==> config.mk <==
export PLATFORM = sky130hd
export DESIGN_NAME = id_ex_stage_flat
export DESIGN_NICKNAME = d
export VERILOG_FILES = /design/src/rtl/id_ex_stage_if.sv /design/src/rtl/id_ex_stage.sv /design/src/flat_wrapper.sv
export SDC_FILE = /design/constraint.sdc
export NUM_CORES = 1
export LEC_CHECK = 0
export CELL_PAD_IN_SITES_DETAIL_PLACEMENT = 0
export CELL_PAD_IN_SITES_GLOBAL_PLACEMENT = 1
export CORE_ASPECT_RATIO = 0.5
export CORE_UTILIZATION = 34
export CTS_BUF_LIST = sky130_fd_sc_hd__clkbuf_8
export DETAILED_ROUTE_END_ITERATION = 16
export GPL_TIMING_DRIVEN = 1
export PLACE_DENSITY_LB_ADDON = 0.1
export SLEW_MARGIN = 20
export SYNTH_ARGS = -nofsm -noshare
export SYNTH_HDL_FRONTEND = slang
export SYNTH_SLANG_ARGS = --single-unit
export TNS_END_PERCENT = 20
==> constraint.sdc <==
create_clock -name clk -period 2.35 [get_ports clk]
set_input_delay 0.235 -clock clk [delete_from_list [all_inputs] [get_ports clk]]
set_output_delay 0.235 -clock clk [all_outputs]
set_load 0.02 [all_outputs]
==> src/rtl/id_ex_stage_if.sv <==
// Decode->execute slot bus: decoded fields, pipeline control and bypass sources in; ALU operands out.
// The slave modport is the stage itself, the master modport is the decode/hazard-control side.
interface id_ex_stage_if #(
  parameter int XLEN = 32,
  parameter int RA_W = 5,
  parameter int OP_W = 5
);
  logic            in_valid;
  logic [XLEN-1:0] in_pc;
  logic [XLEN-1:0] in_rs1_data;
  logic [XLEN-1:0] in_rs2_data;
  logic [XLEN-1:0] in_imm;
  logic [RA_W-1:0] in_rs1;
  logic [RA_W-1:0] in_rs2;
  logic [RA_W-1:0] in_rd;
  logic [OP_W-1:0] in_alu_op;
  logic [1:0]      in_a_sel;
  logic            in_b_sel;
  logic            in_reg_write;
  logic            in_mem_read;
  logic            in_is_branch;
  logic            stall;
  logic            flush;
  logic [RA_W-1:0] exm_rd;
  logic            exm_we;
  logic [XLEN-1:0] exm_data;
  logic [RA_W-1:0] mwb_rd;
  logic            mwb_we;
  logic [XLEN-1:0] mwb_data;

  logic            hazard_stall;
  logic            ex_valid;
  logic [XLEN-1:0] ex_a;
  logic [XLEN-1:0] ex_b;
  logic [OP_W-1:0] ex_alu_op;
  logic [XLEN-1:0] ex_store_data;
  logic [XLEN-1:0] ex_pc;
  logic [RA_W-1:0] ex_rd;
  logic            ex_reg_write;
  logic            ex_mem_read;
  logic            ex_is_branch;

  modport slave (
    input  in_valid, in_pc, in_rs1_data, in_rs2_data, in_imm,
    input  in_rs1, in_rs2, in_rd, in_alu_op, in_a_sel, in_b_sel,
    input  in_reg_write, in_mem_read, in_is_branch,
    input  stall, flush,
    input  exm_rd, exm_we, exm_data, mwb_rd, mwb_we, mwb_data,
    output hazard_stall, ex_valid, ex_a, ex_b, ex_alu_op, ex_store_data,
    output ex_pc, ex_rd, ex_reg_write, ex_mem_read, ex_is_branch
  );

  modport master (
    output in_valid, in_pc, in_rs1_data, in_rs2_data, in_imm,
    output in_rs1, in_rs2, in_rd, in_alu_op, in_a_sel, in_b_sel,
    output in_reg_write, in_mem_read, in_is_branch,
    output stall, flush,
    output exm_rd, exm_we, exm_data, mwb_rd, mwb_we, mwb_data,
    input  hazard_stall, ex_valid, ex_a, ex_b, ex_alu_op, ex_store_data,
    input  ex_pc, ex_rd, ex_reg_write, ex_mem_read, ex_is_branch
  );
endinterface

==> src/rtl/id_ex_stage.sv <==
// ID/EX pipeline register with EX/MEM and MEM/WB operand bypass and load-use detection; 1-cycle latency.
// Holds on stall, inserts a bubble on flush or load-use (hazard_stall tells decode to re-present).
module id_ex_stage #(
  parameter int XLEN = 32,
  parameter int RA_W = 5,
  parameter int OP_W = 5
) (
  input  logic          clk,
  input  logic          rst,
  id_ex_stage_if.slave  bus
);

  typedef struct packed {
    logic            valid;
    logic [XLEN-1:0] pc;
    logic [XLEN-1:0] rs1_data;
    logic [XLEN-1:0] rs2_data;
    logic [XLEN-1:0] imm;
    logic [RA_W-1:0] rs1;
    logic [RA_W-1:0] rs2;
    logic [RA_W-1:0] rd;
    logic [OP_W-1:0] alu_op;
    logic [1:0]      a_sel;
    logic            b_sel;
    logic            reg_write;
    logic            mem_read;
    logic            is_branch;
  } slot_t;

  slot_t           slot_q, slot_d;
  slot_t           in_slot, bubble;
  logic            hazard;
  logic [XLEN-1:0] fwd_rs1, fwd_rs2;

  function automatic logic [XLEN-1:0] bypass(
    input logic [RA_W-1:0] src,
    input logic [XLEN-1:0] reg_val,
    input logic            exm_we,
    input logic [RA_W-1:0] exm_rd,
    input logic [XLEN-1:0] exm_data,
    input logic            mwb_we,
    input logic [RA_W-1:0] mwb_rd,
    input logic [XLEN-1:0] mwb_data
  );
    logic [XLEN-1:0] val;
    val = reg_val;
    // x0 is hard-wired, so a write to it in flight must never shadow the regfile zero
    if (src != '0) begin
      if (exm_we && (exm_rd == src)) begin
        val = exm_data;
      end else if (mwb_we && (mwb_rd == src)) begin
        val = mwb_data;
      end
    end
    return val;
  endfunction

  always_comb begin
    in_slot           = '0;
    in_slot.valid     = bus.in_valid;
    in_slot.pc        = bus.in_pc;
    in_slot.rs1_data  = bus.in_rs1_data;
    in_slot.rs2_data  = bus.in_rs2_data;
    in_slot.imm       = bus.in_imm;
    in_slot.rs1       = bus.in_rs1;
    in_slot.rs2       = bus.in_rs2;
    in_slot.rd        = bus.in_rd;
    in_slot.alu_op    = bus.in_alu_op;
    in_slot.a_sel     = bus.in_a_sel;
    in_slot.b_sel     = bus.in_b_sel;
    in_slot.reg_write = bus.in_reg_write & bus.in_valid;
    in_slot.mem_read  = bus.in_mem_read  & bus.in_valid;
    in_slot.is_branch = bus.in_is_branch & bus.in_valid;
  end

  // A bubble keeps the operand fields so the ALU inputs stay quiet; only valid/controls/op clear
  always_comb begin
    bubble           = slot_q;
    bubble.valid     = 1'b0;
    bubble.alu_op    = '0;
    bubble.reg_write = 1'b0;
    bubble.mem_read  = 1'b0;
    bubble.is_branch = 1'b0;
  end

  always_comb begin
    hazard = 1'b0;
    if (!bus.flush && slot_q.valid && slot_q.mem_read && (slot_q.rd != '0) && bus.in_valid) begin
      hazard = ((bus.in_rs1 == slot_q.rd) && (bus.in_a_sel == 2'b00)) ||
               (bus.in_rs2 == slot_q.rd);
    end
  end

  always_comb begin
    slot_d = in_slot;
    if (bus.flush) begin
      slot_d = bubble;
    end else if (bus.stall) begin
      slot_d = slot_q;
    end else if (hazard) begin
      slot_d = bubble;
    end
  end

  always_ff @(posedge clk) begin
    if (rst) begin
      slot_q <= '0;
    end else begin
      slot_q <= slot_d;
    end
  end

  always_comb begin
    fwd_rs1 = bypass(slot_q.rs1, slot_q.rs1_data, bus.exm_we, bus.exm_rd, bus.exm_data,
                     bus.mwb_we, bus.mwb_rd, bus.mwb_data);
    fwd_rs2 = bypass(slot_q.rs2, slot_q.rs2_data, bus.exm_we, bus.exm_rd, bus.exm_data,
                     bus.mwb_we, bus.mwb_rd, bus.mwb_data);
  end

  always_comb begin
    bus.ex_a = '0;
    case (slot_q.a_sel)
      2'b00:   bus.ex_a = fwd_rs1;
      2'b01:   bus.ex_a = slot_q.pc;
      2'b10:   bus.ex_a = slot_q.imm;
      default: bus.ex_a = '0;
    endcase
  end

  assign bus.ex_b          = slot_q.b_sel ? slot_q.imm : fwd_rs2;
  assign bus.ex_store_data = fwd_rs2;
  assign bus.hazard_stall  = hazard;
  assign bus.ex_valid      = slot_q.valid;
  assign bus.ex_alu_op     = slot_q.alu_op;
  assign bus.ex_pc         = slot_q.pc;
  assign bus.ex_rd         = slot_q.rd;
  assign bus.ex_reg_write  = slot_q.reg_write & slot_q.valid;
  assign bus.ex_mem_read   = slot_q.mem_read  & slot_q.valid;
  assign bus.ex_is_branch  = slot_q.is_branch & slot_q.valid;

endmodule

==> src/flat_wrapper.sv <==
// flat-port wrapper written by rule: the top's interface ports become plain ports
module id_ex_stage_flat 
#(
  parameter int XLEN = 32,
  parameter int RA_W = 5,
  parameter int OP_W = 5
)
  (clk, rst, bus_in_valid, bus_in_pc, bus_in_rs1_data, bus_in_rs2_data, bus_in_imm, bus_in_rs1, bus_in_rs2, bus_in_rd, bus_in_alu_op, bus_in_a_sel, bus_in_b_sel, bus_in_reg_write, bus_in_mem_read, bus_in_is_branch, bus_stall, bus_flush, bus_exm_rd, bus_exm_we, bus_exm_data, bus_mwb_rd, bus_mwb_we, bus_mwb_data, bus_hazard_stall, bus_ex_valid, bus_ex_a, bus_ex_b, bus_ex_alu_op, bus_ex_store_data, bus_ex_pc, bus_ex_rd, bus_ex_reg_write, bus_ex_mem_read, bus_ex_is_branch);
  id_ex_stage_if #(.XLEN(XLEN), .RA_W(RA_W), .OP_W(OP_W)) bus_i ();
  input  logic clk;
  input  logic rst;
  input wire logic [$bits(bus_i.in_valid)-1:0] bus_in_valid;
  input wire logic [$bits(bus_i.in_pc)-1:0] bus_in_pc;
  input wire logic [$bits(bus_i.in_rs1_data)-1:0] bus_in_rs1_data;
  input wire logic [$bits(bus_i.in_rs2_data)-1:0] bus_in_rs2_data;
  input wire logic [$bits(bus_i.in_imm)-1:0] bus_in_imm;
  input wire logic [$bits(bus_i.in_rs1)-1:0] bus_in_rs1;
  input wire logic [$bits(bus_i.in_rs2)-1:0] bus_in_rs2;
  input wire logic [$bits(bus_i.in_rd)-1:0] bus_in_rd;
  input wire logic [$bits(bus_i.in_alu_op)-1:0] bus_in_alu_op;
  input wire logic [$bits(bus_i.in_a_sel)-1:0] bus_in_a_sel;
  input wire logic [$bits(bus_i.in_b_sel)-1:0] bus_in_b_sel;
  input wire logic [$bits(bus_i.in_reg_write)-1:0] bus_in_reg_write;
  input wire logic [$bits(bus_i.in_mem_read)-1:0] bus_in_mem_read;
  input wire logic [$bits(bus_i.in_is_branch)-1:0] bus_in_is_branch;
  input wire logic [$bits(bus_i.stall)-1:0] bus_stall;
  input wire logic [$bits(bus_i.flush)-1:0] bus_flush;
  input wire logic [$bits(bus_i.exm_rd)-1:0] bus_exm_rd;
  input wire logic [$bits(bus_i.exm_we)-1:0] bus_exm_we;
  input wire logic [$bits(bus_i.exm_data)-1:0] bus_exm_data;
  input wire logic [$bits(bus_i.mwb_rd)-1:0] bus_mwb_rd;
  input wire logic [$bits(bus_i.mwb_we)-1:0] bus_mwb_we;
  input wire logic [$bits(bus_i.mwb_data)-1:0] bus_mwb_data;
  output wire logic [$bits(bus_i.hazard_stall)-1:0] bus_hazard_stall;
  output wire logic [$bits(bus_i.ex_valid)-1:0] bus_ex_valid;
  output wire logic [$bits(bus_i.ex_a)-1:0] bus_ex_a;
  output wire logic [$bits(bus_i.ex_b)-1:0] bus_ex_b;
  output wire logic [$bits(bus_i.ex_alu_op)-1:0] bus_ex_alu_op;
  output wire logic [$bits(bus_i.ex_store_data)-1:0] bus_ex_store_data;
  output wire logic [$bits(bus_i.ex_pc)-1:0] bus_ex_pc;
  output wire logic [$bits(bus_i.ex_rd)-1:0] bus_ex_rd;
  output wire logic [$bits(bus_i.ex_reg_write)-1:0] bus_ex_reg_write;
  output wire logic [$bits(bus_i.ex_mem_read)-1:0] bus_ex_mem_read;
  output wire logic [$bits(bus_i.ex_is_branch)-1:0] bus_ex_is_branch;
  assign bus_i.in_valid = bus_in_valid;
  assign bus_i.in_pc = bus_in_pc;
  assign bus_i.in_rs1_data = bus_in_rs1_data;
  assign bus_i.in_rs2_data = bus_in_rs2_data;
  assign bus_i.in_imm = bus_in_imm;
  assign bus_i.in_rs1 = bus_in_rs1;
  assign bus_i.in_rs2 = bus_in_rs2;
  assign bus_i.in_rd = bus_in_rd;
  assign bus_i.in_alu_op = bus_in_alu_op;
  assign bus_i.in_a_sel = bus_in_a_sel;
  assign bus_i.in_b_sel = bus_in_b_sel;
  assign bus_i.in_reg_write = bus_in_reg_write;
  assign bus_i.in_mem_read = bus_in_mem_read;
  assign bus_i.in_is_branch = bus_in_is_branch;
  assign bus_i.stall = bus_stall;
  assign bus_i.flush = bus_flush;
  assign bus_i.exm_rd = bus_exm_rd;
  assign bus_i.exm_we = bus_exm_we;
  assign bus_i.exm_data = bus_exm_data;
  assign bus_i.mwb_rd = bus_mwb_rd;
  assign bus_i.mwb_we = bus_mwb_we;
  assign bus_i.mwb_data = bus_mwb_data;
  assign bus_hazard_stall = bus_i.hazard_stall;
  assign bus_ex_valid = bus_i.ex_valid;
  assign bus_ex_a = bus_i.ex_a;
  assign bus_ex_b = bus_i.ex_b;
  assign bus_ex_alu_op = bus_i.ex_alu_op;
  assign bus_ex_store_data = bus_i.ex_store_data;
  assign bus_ex_pc = bus_i.ex_pc;
  assign bus_ex_rd = bus_i.ex_rd;
  assign bus_ex_reg_write = bus_i.ex_reg_write;
  assign bus_ex_mem_read = bus_i.ex_mem_read;
  assign bus_ex_is_branch = bus_i.ex_is_branch;
  id_ex_stage #(.XLEN(XLEN), .RA_W(RA_W), .OP_W(OP_W)) u_core (.clk(clk), .rst(rst), .bus(bus_i));
endmodule
## Word-level counts from Yosys, hierarchy flattened

Index checks and enable logic that the tools add are counted.

| word-level totals | value |
|---|---|
| flip-flop bits (word level) | 155 |
| input port bits | 235 |
| output and inout bits | 143 |
| word-level logic and storage cells | 59 |

| cells by class | value |
|---|---|
| eq/ne operators | 8 |
| multiplexer cells | 10 |
| bitwise gates (word level) | 9 |
| reductions and logical operators | 18 |

Operator list:

| kind | number |
|---|---|
| 32-bit 2-to-1 mux | 7 |
| 155-bit 2-to-1 mux | 1 |
| 32-bit one-hot mux with 3 select lines | 1 |
| 5-bit == test | 6 |
| 5-bit nonzero test | 3 |
| 1-bit logical AND | 9 |
| 1-bit AND | 6 |
| 2-bit zero test | 2 |
| 1-bit inverter | 3 |
| 3-bit AND reduction | 1 |
| 2-bit by 1-bit == test with 1-bit output, second input constant | 1 |
| 2-bit == test, second input constant | 1 |
| 2-bit OR reduction | 1 |
| 1-bit zero test | 1 |
| 1-bit logical OR | 1 |
| 1-bit 2-to-1 mux | 1 |

## Longest topological paths before layout

| logic depth | value |
|---|---|
| depth in word-level cells | 8 |
| mapped depth | 7 |
| depth with buffers taken out | 5 |

## Worst setup path before layout

No wires, ideal clock.

| timing path | value |
|---|---|
| kind | reg-to-output |
| start point | reg u_core.slot_q (netlist bit u_core.bubble[19]) |
| end point | out bus_ex_b[0] |
| arrival time | 1.975 ns |
| data required time | 2.115 ns |
| setup slack | 0.140 ns |
| cell stages (with the launch flop) | 8 |
| buffers on the path | 2 |
| cells stage by stage | dfxtp_1 xor2_1 nor4_1 and2_1 clkbuf_1 clkbuf_1 a22oi_1 o211ai_1 |

| between the ends | value |
|---|---|
| word-level cells in the longest chain between the ends | 6 |
| elaborated cells on any way between the ends | 9 |
| those cells by class | eq/ne: 2; mux: 4; reduce/logical: 3 |

RTL lines:

| element | line | text |
|---|---|---|
| from (decl) | id_ex_stage.sv:30 | `slot_t slot_q, slot_d;` |
| from (signal assigned) | id_ex_stage.sv:109 | `slot_q <= slot_d;` |
| 5-bit == test | id_ex_stage.sv:51 | `end else if (mwb_we && (mwb_rd == src)) begin` |
| 1-bit logical AND | id_ex_stage.sv:51 |  |
| 32-bit 2-to-1 mux | id_ex_stage.sv:51 |  |
| 32-bit 2-to-1 mux | id_ex_stage.sv:49 | `if (exm_we && (exm_rd == src)) begin` |
| 32-bit 2-to-1 mux (*) | id_ex_stage.sv:48 | `if (src != '0) begin` |
| 32-bit 2-to-1 mux (*) | id_ex_stage.sv:130 | `assign bus.ex_b = slot_q.b_sel ? slot_q.imm : fwd_rs2;` |
| to (decl) | flat_wrapper.sv:37 | `output wire logic [$bits(bus_i.ex_b)-1:0] bus_ex_b;` |

Every way passes the cells marked *; elsewhere a longest branch is shown, timed or not.

## Final worst setup path

| timing path | value |
|---|---|
| start point | reg u_core.slot_q (netlist bit u_core.bubble[23]) |
| end point | out bus_ex_a[6] |

| between the ends | value |
|---|---|
| word-level cells in the longest chain between the ends | 6 |
| elaborated cells on any way between the ends | 9 |
| those cells by class | eq/ne: 2; mux: 4; reduce/logical: 3 |

RTL lines:

| element | line | text |
|---|---|---|
| 5-bit == test | id_ex_stage.sv:51 |  |
| 1-bit logical AND | id_ex_stage.sv:51 |  |
| 32-bit 2-to-1 mux | id_ex_stage.sv:51 |  |
| 32-bit 2-to-1 mux | id_ex_stage.sv:49 |  |
| 32-bit 2-to-1 mux (*) | id_ex_stage.sv:48 |  |
| 32-bit one-hot mux with 3 select lines (*) | id_ex_stage.sv:122 | `case (slot_q.a_sel)` |
| to (decl) | flat_wrapper.sv:36 | `output wire logic [$bits(bus_i.ex_a)-1:0] bus_ex_a;` |

Marked as above.

==> impl_metrics.json <==
{
  "start_util_pct": 35.03,
  "grt.overflow.total": 0,
  "synth_cells": 1286,
  "place.gp.congestion": 0.9276,
  "wl_per_cell_um": 21.13,
  "area_growth_pct": 53.62,
  "drt-total-wl_um": 44510,
  "cp_cell_sequence": "buf_6, xor2_2, nor4_4, nand3_4, buf_12, buf_8, clkbuf_16, o21a_1, a221o_1, buf_6",
  "r2r-start": "u_core.bus.ex_rd[4]",
  "cpPeakStageDelay_ns": 0.33,
  "rr_endpoint": "u_core.bubble[112]",
  "r2r_slack_ns": -0.26,
  "cts.clk_slew.worst_paths_ns": 0.09,
  "status": "complete, but fails checks",
  "cp-end-kind": "primary output",
  "yosysSeqAreaShare_pct": 28.87,
  "slew_headroom_pct": 54.27,
  "cpMostUsedCell": "buf_6",
  "cts_root_buf": "clkbuf_8",
  "startpoint_type": "flip-flop",
  "grt_pass1_wl_um": 62380,
  "drc": 0,
  "drt_iter0_markers": 651,
  "dieArea_mm2": 0.03237,
  "htreeDepth": 4,
  "total_power_mw": 7.717,
  "fin_worst_skew_ns": 0.01360,
  "setup_viol": 236,
  "cts.sinks": 155,
  "cts_tree": "done",
  "syn-cell-area_mm2": 0.01075,
  "required_ns": 2.12,
  "final.fill_count": 2846,
  "yosys.cell_types.count": 41,
  "rows": 45,
  "hold-worst-slack_ns": 0.2743,
  "ys_ff_latch": 155,
  "drive_gt1_share_pct": 21.20,
  "period_needed_ns": 2.903,
  "power_density_mw_per_mm2": 467.4,
  "grt_max_degree": 157,
  "yosysWarnings": 0,
  "core_mm2": 0.03069,
  "max_freq_mhz": 344.5,
  "synth_nets": 1521,
  "crit_end": "bus_ex_a[6]",
  "die_h_um": 127.7,
  "max_cap_violations": 0,
  "dp.cells": 2026,
  "worstPathArrival_ns": 2.67,
  "io_pins": 378,
  "finalHoldViolations": 0,
  "irDropWorstVdd_mv": 0.3793,
  "num_vias": 10990,
  "violations": "setup timing",
  "firstDrtPassIters": 5,
  "cellLeakagePower_nw": 6.198,
  "rr_worst_depth": 6,
  "numCtsBuffers": 17,
  "fin_nets": 1901,
  "syn_area_per_cell_um2": 8.358,
  "clk_latency_ns": 0.51,
  "antenna_left": 0,
  "final_cells": 2106,
  "portBuffers": 377,
  "fin_crit_sh_pct": 123.5,
  "hpwl_um": 31020,
  "synth_edf_count": 0,
  "grt.total_usage_pct": 25.18,
  "async_flop_share_pct": 0,
  "grt_pass1_vias": 10970,
  "rsz0062_at_grt": "true",
  "cts_buffer_depth": 2,
  "critPathMaxFanout": 8,
  "fin_ws_ns": -0.5529,
  "die_w_um": 253.4,
  "ctsHoldBuffers": 0,
  "crit_type": "reg -> out",
  "slew_violations": 0,
  "worstHoldPathType": "in -> reg",
  "viasPerCell": 5.217,
  "synth_flop_cell": "dfxtp_1",
  "worst_pin_slew_ns": 0.6837,
  "startpoint": "u_core.bubble[23]",
  "worst_path_max_delay_cell": "dfxtp_2",
  "antenna_found_initial": 4
}
==> synth_stat cells, types with 21 or more instances <==
master     instances  share of area (%)
nand2b_1         292                 17
dfxtp_1          155                 29
mux2i_1          146                 14
clkbuf_1          97                3.4
nand2_1           71                2.5
o21ai_0           66                3.1
nand3_1           64                3.0
buf_4             42                2.9
o211ai_1          34                2.4
nor2b_1           33                1.9
a22oi_1           32                2.2
nand3b_1          32                2.2
o2bb2ai_1         32                2.6
a21oi_1           31                1.4
o21a_1            31                2.2
a221o_1           30                2.8
xnor2_1           21                1.7
==> per-stage QoR <==
step           util (%)  area, um^2  setup WS (ns)  TNS (ns)
4_1_cts           50.97       15640        -0.6166    -85.68
3_3_place_gp      49.52       15200        -0.7392    -93.87
2_1_floorplan         -       10750         0.1401         0
5_1_grt           53.80       16510        -0.6238    -86.84
6_report          53.81       16510        -0.5529    -61.09
3_5_place_dp      49.52       15200        -0.7683    -97.76
==> logic make-up (layout without fill, tap and decap cells) <==
group	count (synthesis)	count (layout)	share of synthesized area, %
xor+xnor	30	30	2.445
simple gates	519	519	28.18
flops	155	155	28.87
buf+inv	164	557	8.871
mux	146	146	13.60
other cells	0	4	0
compound gates	272	272	18.03
==> cell type report <==
type,instances,area (um^2),share of cell area (%)
multi-input combinational,967,7067,42.80
clock buffer,18,247.7,1.500
antenna,4,10.01,0.06062
timing repair buffer,525,5368,32.51
sequential,155,3118,18.88
tap,423,529.3,3.206
clock inverter,14,171.4,1.038
==> power breakdown <==
group	switching, mW	internal (mW)	leakage, nW
logic	1.19	1.36	4.73
registers	0.129	2.76	1.27
clock network	1.20	1.08	0.199
==> worst min path at each step <==
stage                                 from                      end  slack (ns)  cells after the start
after global placement    u_core.slot_q[0]         u_core.slot_q[0]        0.45                      1
final                                  rst      u_core.bus.ex_pc[0]        0.27                      3
after global routing         bus_in_pc[17]     u_core.bus.ex_pc[17]        0.26                      3
after floorplan           bus_in_alu_op[0]  u_core.bus.ex_alu_op[0]        0.36                      1
after CTS                    bus_in_pc[17]     u_core.bus.ex_pc[17]        0.25                      3
after detailed placement  u_core.slot_q[2]         u_core.slot_q[2]        0.46                      1
==> registers in the layout (all words and copies together), names as in the netlist <==
register / flops
u_core.bubble: 109
u_core.bus.ex_alu_op: 5
u_core.bus.ex_pc: 32
u_core.bus.ex_rd: 5
u_core.bus.ex_valid: 1
u_core.slot_q: 3
==> per-layer routing <==
layer | part of all wire, % | track usage [%]
met2 | 50 | 45.64
met3 | 6.0 | 5.157
met5 | 0.029 | 0
met1 | 41 | 29.14
met4 | 2.8 | 9.733
==> critical path, delay by kind of cell, from the launching register on <==
family	cells	cell delay, ns
AO/OA/AOI/OAI	2	0.48
XOR/XNOR	1	0.18
buffers and inverters	5	0.73
flip-flops	1	0.33
AND/OR/NAND/NOR	2	0.44
==> timing repair <==
item / in CTS / in global routing
resized for setup: 289 / 295
cloned: 3 / 12
pin swaps: 11 / 52
setup buffers: 2 / 27
endpoints found under the setup margin: 241 / 241
==> cell usage in the layout, fill, tap and decap left out, types with 5 or more instances in the layout <==
| cell | Yosys | routed |
|---|---|---|
| clkbuf_8 | 0 | 18 |
| o211ai_1 | 34 | 34 |
| dfxtp_1 | 155 | 143 |
| nor2b_1 | 33 | 32 |
| mux2i_1 | 146 | 146 |
| buf_12 | 0 | 27 |
| a21oi_1 | 31 | 21 |
| nand3b_1 | 32 | 32 |
| xnor2_1 | 21 | 20 |
| a221o_1 | 30 | 30 |
| o21a_1 | 31 | 31 |
| o2bb2ai_1 | 32 | 21 |
| a22o_1 | 8 | 8 |
| buf_2 | 6 | 11 |
| a22oi_1 | 32 | 11 |
| nand2b_1 | 292 | 292 |
| a21oi_2 | 0 | 10 |
| o2bb2ai_2 | 0 | 10 |
| xor2_1 | 9 | 6 |
| clkdlybuf4s50_1 | 0 | 279 |
| clkbuf_16 | 0 | 8 |
| buf_6 | 2 | 54 |
| o21ai_0 | 66 | 65 |
| clkinvlp_4 | 0 | 5 |
| buf_4 | 42 | 141 |
| dfxtp_2 | 0 | 12 |
| a22oi_2 | 0 | 21 |
| nand2_1 | 71 | 71 |
| nand3_1 | 64 | 61 |
Note: power is estimated with default switching activity, not from simulation.
